$ cat src/rtl/mem_arb_pkg.sv
// mem_arb_pkg: shared types and the misalignment helper for the memory arbiter
package mem_arb_pkg;
    typedef enum logic [2:0] {
        SZ_B  = 3'b000,
        SZ_H  = 3'b001,
        SZ_W  = 3'b010,
        SZ_BU = 3'b100,
        SZ_HU = 3'b101
    } size_e;
    typedef enum logic [1:0] {
        IDLE,
        I_RESP,
        D_RESP,
        D_ERR
    } resp_state_e;
    // Words need both low address bits clear, halfwords (signed or unsigned) need bit 0 clear.
    function automatic logic is_misaligned(input logic [1:0] addr, input logic [2:0] size);
        return (size == SZ_W && addr != 2'b00) ||
               ((size == SZ_H || size == SZ_HU) && addr[0]);
    endfunction
endpackage

$ cat src/rtl/mem_arbiter_starve_counter.sv
// starve_counter: saturating count of consecutive denied fetch cycles
module starve_counter #(
    parameter int MAX_WAIT = 4
) (
    input  logic clk,
    input  logic rst,
    input  logic inc,
    input  logic clr,
    output logic sat
);
    localparam int W = $clog2(MAX_WAIT + 1);
    logic [W-1:0] r_cnt;
    assign sat = r_cnt == W'(MAX_WAIT);
    // Clear has priority; hold once saturated so fetch keeps winning until served.
    always_ff @(posedge clk or negedge rst) begin
        if (!rst) r_cnt <= '0;
        else      r_cnt <= clr ? '0 : (inc && !sat) ? r_cnt + 1'b1 : r_cnt;
    end
endmodule

$ cat src/rtl/mem_arbiter.sv
// mem_arbiter: shares one synchronous-read memory between fetch and load/store ports
module mem_arbiter
    import mem_arb_pkg::*;
#(
    parameter int ADDR_W   = 32,
    parameter int DATA_W   = 32,
    parameter int MAX_WAIT = 4
) (
    input  logic              clk,
    input  logic              rst,
    input  logic              iReq,
    input  logic [ADDR_W-1:0] iAddr,
    output logic              iGnt,
    output logic              iRvalid,
    output logic [DATA_W-1:0] iRdata,
    input  logic              dReq,
    input  logic              dWen,
    input  logic [ADDR_W-1:0] dAddr,
    input  logic [DATA_W-1:0] dWdata,
    input  logic [2:0]        dSize,
    output logic              dGnt,
    output logic              dRvalid,
    output logic [DATA_W-1:0] dRdata,
    output logic              dErr,
    output logic [ADDR_W-1:0] memAddr,
    output logic [DATA_W-1:0] memWdata,
    output logic              memWen,
    output logic [2:0]        memSize,
    input  logic [DATA_W-1:0] memRdata
);
    logic        w_sat;
    logic        w_mis;
    resp_state_e r_state;
    resp_state_e w_next;

    assign w_mis = is_misaligned(dAddr[1:0], dSize);
    // Grants are held low during reset so nothing reaches memory while rst is asserted.
    assign iGnt  = rst & iReq & (w_sat | ~dReq);
    assign dGnt  = rst & dReq & ~iGnt;

    starve_counter #(.MAX_WAIT(MAX_WAIT)) u_starve (
        .clk (clk),
        .rst (rst),
        .inc (iReq & ~iGnt),
        .clr (iGnt | ~iReq),
        .sat (w_sat)
    );

    // Memory port mux; a misaligned data access degrades to a harmless read.
    always_comb begin
        memAddr  = iGnt ? iAddr : dGnt ? dAddr : '0;
        memWdata = dGnt ? dWdata : '0;
        memWen   = dGnt & dWen & ~w_mis;
        memSize  = iGnt ? 3'(SZ_W) : dGnt ? dSize : 3'b000;
    end

    // Next response owner, decided from this cycle's grant.
    always_comb begin
        w_next = iGnt ? I_RESP : !dGnt ? IDLE : w_mis ? D_ERR : !dWen ? D_RESP : IDLE;
    end

    // Response state register; reset discards any pending response.
    always_ff @(posedge clk or negedge rst) begin
        if (!rst) r_state <= IDLE;
        else      r_state <= w_next;
    end

    assign iRvalid = r_state == I_RESP;
    assign iRdata  = iRvalid ? memRdata : '0;
    assign dRvalid = r_state == D_RESP || r_state == D_ERR;
    assign dErr    = r_state == D_ERR;
    assign dRdata  = r_state == D_RESP ? memRdata : '0;
endmodule

$ cat config.mk
export PLATFORM = sky130hd
export DESIGN_NAME = mem_arbiter
export DESIGN_NICKNAME = d
export VERILOG_FILES = /design/src/rtl/mem_arb_pkg.sv /design/src/rtl/mem_arbiter_starve_counter.sv /design/src/rtl/mem_arbiter.sv
export SDC_FILE = /design/constraint.sdc
export NUM_CORES = 1
export LEC_CHECK = 0
export CAP_MARGIN = 15
export CELL_PAD_IN_SITES_DETAIL_PLACEMENT = 1
export CELL_PAD_IN_SITES_GLOBAL_PLACEMENT = 1
export CORE_MARGIN = 2
export CORE_UTILIZATION = 11
export DETAILED_ROUTE_END_ITERATION = 8
export PLACE_DENSITY_LB_ADDON = 0.1
export SKIP_LAST_GASP = 1
export SYNTH_ARGS = -nofsm -noshare
export SYNTH_HDL_FRONTEND = slang
export SYNTH_HIERARCHICAL = 1
export SYNTH_SLANG_ARGS = --single-unit
$ cat constraint.sdc
create_clock -name clk -period 4.7 [get_ports clk]
set_clock_uncertainty 0.2 [all_clocks]
set_input_delay 1.41 -clock clk [delete_from_list [all_inputs] [get_ports clk]]
set_output_delay 1.41 -clock clk [all_outputs]
set_load 0.01 [all_outputs]
==> reports/metrics.cfg <==
[outcome]
outcome = complete, no violations

[yosys]
yosysUniqueCellTypes = 29
avgSynthCellArea_um2 = 7.414
syn_nets = 325
synth-async-reset-ratio_pct = 100.0
synth-seq-cells = 5
ys_warn_count = 6
syn_area_mm2 = 0.001386
yosysMostFrequentCell = and2_1
synth_cells = 187
synth_edf_count = 0
yosys.area.top_type = and2_1
synth_commonest_cells = and2_1, a22o_1, clkbuf_1
synth_top_area_share_pct = 45.13
synthTopCellsByArea = and2_1, a22o_1, dfrtp_1
synth_ff_type = dfrtp_1
ys_seq_area_share_pct = 9.025

[critical_path]
cp.arrival_ps = 3030
reg2reg_depth = 10
cp_data_required_time_ps = 3090
timing.rr.start = u_starve/r_cnt[0]$_DFFE_PN0P_
crit_path_end_kind = output pin
r2r-end = u_starve/r_cnt[0]$_DFFE_PN0P_
critPathKind = input port to output pin
cp_max_fo = 14
r2r_slack_ps = 2280
start_kind = input port

[global_route]
grt_pass1_wl_mm = 13.78
track_usage_pct = 13.28
gr-total-overflow = 0
antenna_found_initial = 0
grt_pass1_vias = 2583
grt_start_max_net_pins = 34

[timing]
hold_viol = 0
max_slew.worst_pin.slew_ps = 268.4
fmax_ghz = 0.2157
period_minus_slack_ps = 4636
maxSlewViolCount = 0
timing.setup.tns_ps = 0
setup_viol = 0
slew_headroom_pct = 82.10
finalHoldWorstSlack_ps = 401.0
fin_crit_sh_pct = 98.63

[min_path]
hold_path.class = flip-flop to flip-flop
hold_end = u_starve/r_cnt[1]$_DFFE_PN0P_
whs_path_depth = 2
hp-start = u_starve/r_cnt[1]$_DFFE_PN0P_

[die]
initial_utilization_pct = 11.12
die_area_mm2 = 0.01352
die_y_um = 116.3
io_pins = 273
chipWidth_um = 116.3
rows = 41
core_mm2 = 0.01247

[detailed_routing]
drc = 0
detail-route-antenna-nets = 0
drtIter0Drc = 59
dr.pass1.iters = 4
vias = 2443
via_per_inst = 3.853
wl_mm = 10.04
routedWlPerCell_um = 15.84

[layout]
area_growth_syn_to_layout_pct = 225.0
antenna_cells = 0
nets = 601
drive_gt1_share_pct = 5.844
fin_area_mm2 = 0.004506

[clock_tree]
numCtsBuffers = 3
clk_latency_ps = 230
path_clk_slew_ps = 30
ctsHoldBuffers = 0
cts_num_sinks = 5
root_buffer = clkbuf_16
cts_tree = built
h-tree-depth = 1
clockBufferDepth = 2

[placed_design]
dpl.hpwl_mm = 8.607
place_area_mm2 = 0.004350
port-buffer-count = 272
gp_congestion = 0.7205

[job]
maxCapViolCount = 0

[power]
leakagePower_uw = 0.002224
ir_drop_mv = 0.1178
cellPowerDensity_mw_per_mm2 = 113.4

[how the worst max path moves through the flow]
stage	end	slack, ps	depth (start not counted)	from
4_1_cts	memAddr[1]	-40	7	dReq
3_5_place_dp	memWdata[9]	-150	6	rst
3_3_place_gp	memWdata[9]	-140	6	rst
6_report	memSize[1]	60	6	dReq
5_1_grt	memSize[1]	-7	6	dReq
2_1_floorplan	memAddr[25]	1020	4	rst
[metrics by stage]
stage / setup WS, ps / power, uW / utilization (%) / std cells
after floorplan: 1017 / 145.8 / - / 187
after global placement: -141.0 / 383.6 / 34.90 / 626
after detailed placement: -154.7 / 385.4 / 34.90 / 626
after CTS: -40.25 / 522.6 / 35.50 / 632
after global routing: -6.805 / 544.0 / 36.14 / 634
final: 64.35 / 511.1 / 36.14 / 634
[layer usage]
metal	GRT usage, %	vias up	part of all wire, %
met5	0	-	0
met4	1.429	0	0.38
met3	6.850	4	16
li1	-	1178	-
met2	27.05	172	53
met1	11.82	1089	31
[sequential cells by signal, indices dropped and copies added (netlist names)]
signal	cells
r_state	2
u_starve/r_cnt	3
[cells in the final DEF (no fill, tap or decap)]
| master | Yosys | final |
|---|---|---|
| o21bai_1 | 1 | 1 |
| nand2b_1 | 3 | 3 |
| nand2_2 | 1 | 1 |
| a22o_1 | 32 | 32 |
| buf_4 | 1 | 8 |
| a21boi_1 | 1 | 1 |
| a21boi_2 | 1 | 1 |
| buf_8 | 0 | 1 |
| and3_1 | 1 | 1 |
| nor2b_1 | 5 | 5 |
| and2_1 | 100 | 100 |
| clkbuf_1 | 9 | 1 |
| dlygate4sd2_1 | 0 | 50 |
| nor2_1 | 2 | 2 |
| buf_12 | 0 | 4 |
| dlymetal6s2s_1 | 0 | 19 |
| nand3_1 | 1 | 1 |
| a21oi_1 | 1 | 1 |
| buf_6 | 4 | 1 |
| a31o_2 | 1 | 1 |
| clkdlybuf4s50_1 | 0 | 203 |
| a31oi_1 | 1 | 1 |
| buf_16 | 0 | 1 |
| nor3_2 | 1 | 1 |
| a21oi_4 | 2 | 2 |
| mux2i_1 | 1 | 1 |
| and4b_1 | 1 | 1 |
| clkbuf_16 | 0 | 4 |
| and3b_1 | 1 | 1 |
| ha_1 | 2 | 2 |
| mux2_4 | 1 | 1 |
| nand2_1 | 1 | 1 |
| dfrtp_1 | 5 | 5 |
| inv_1 | 3 | 3 |
| or2_2 | 1 | 1 |
[report_power, final]
part	leakage (uW)	total (uW)	switching (uW)	internal (uW)
clock network	0.0000382	140	27.8	112
registers	0.0000674	47.8	2.10	45.7
logic	0.00212	323	110	213
[worst max-delay path, stage by stage]
cell             delay [ps]
clkdlybuf4s50_1         430
buf_4                   160
a21oi_4                 200
buf_12                  170
a31o_2                  110
clkdlybuf4s50_1         540
[cell families (layout without fill, tap and decap cells)]
group           Yosys count  in the layout  share of synthesized area (%)
compound gates           40             40                          25.90
fa+ha+maj                 2              2                          1.805
buf+inv                  20            295                          8.122
flops                     5              5                          9.025
mux                       2              2                          1.805
simple gates            118            118                          53.34
[cell type report]
type	instances	area (um^2)
Clock buffer	4	78.83
Fill cell	1495	7960
Inverter	3	11.26
Multi-Input combinational cell	162	1149
Sequential cell	5	125.1
Tap cell	172	215.2
Timing Repair Buffer	288	2927
[timing repair]
item                                    CTS  global route
gates resized for setup                  54            19
setup buffers                             1             1
endpoints found under the setup margin   68            20
cloned                                    1             1
pin swaps                                 0             1
No activity file was read; power rests on OpenSTA's default activity.
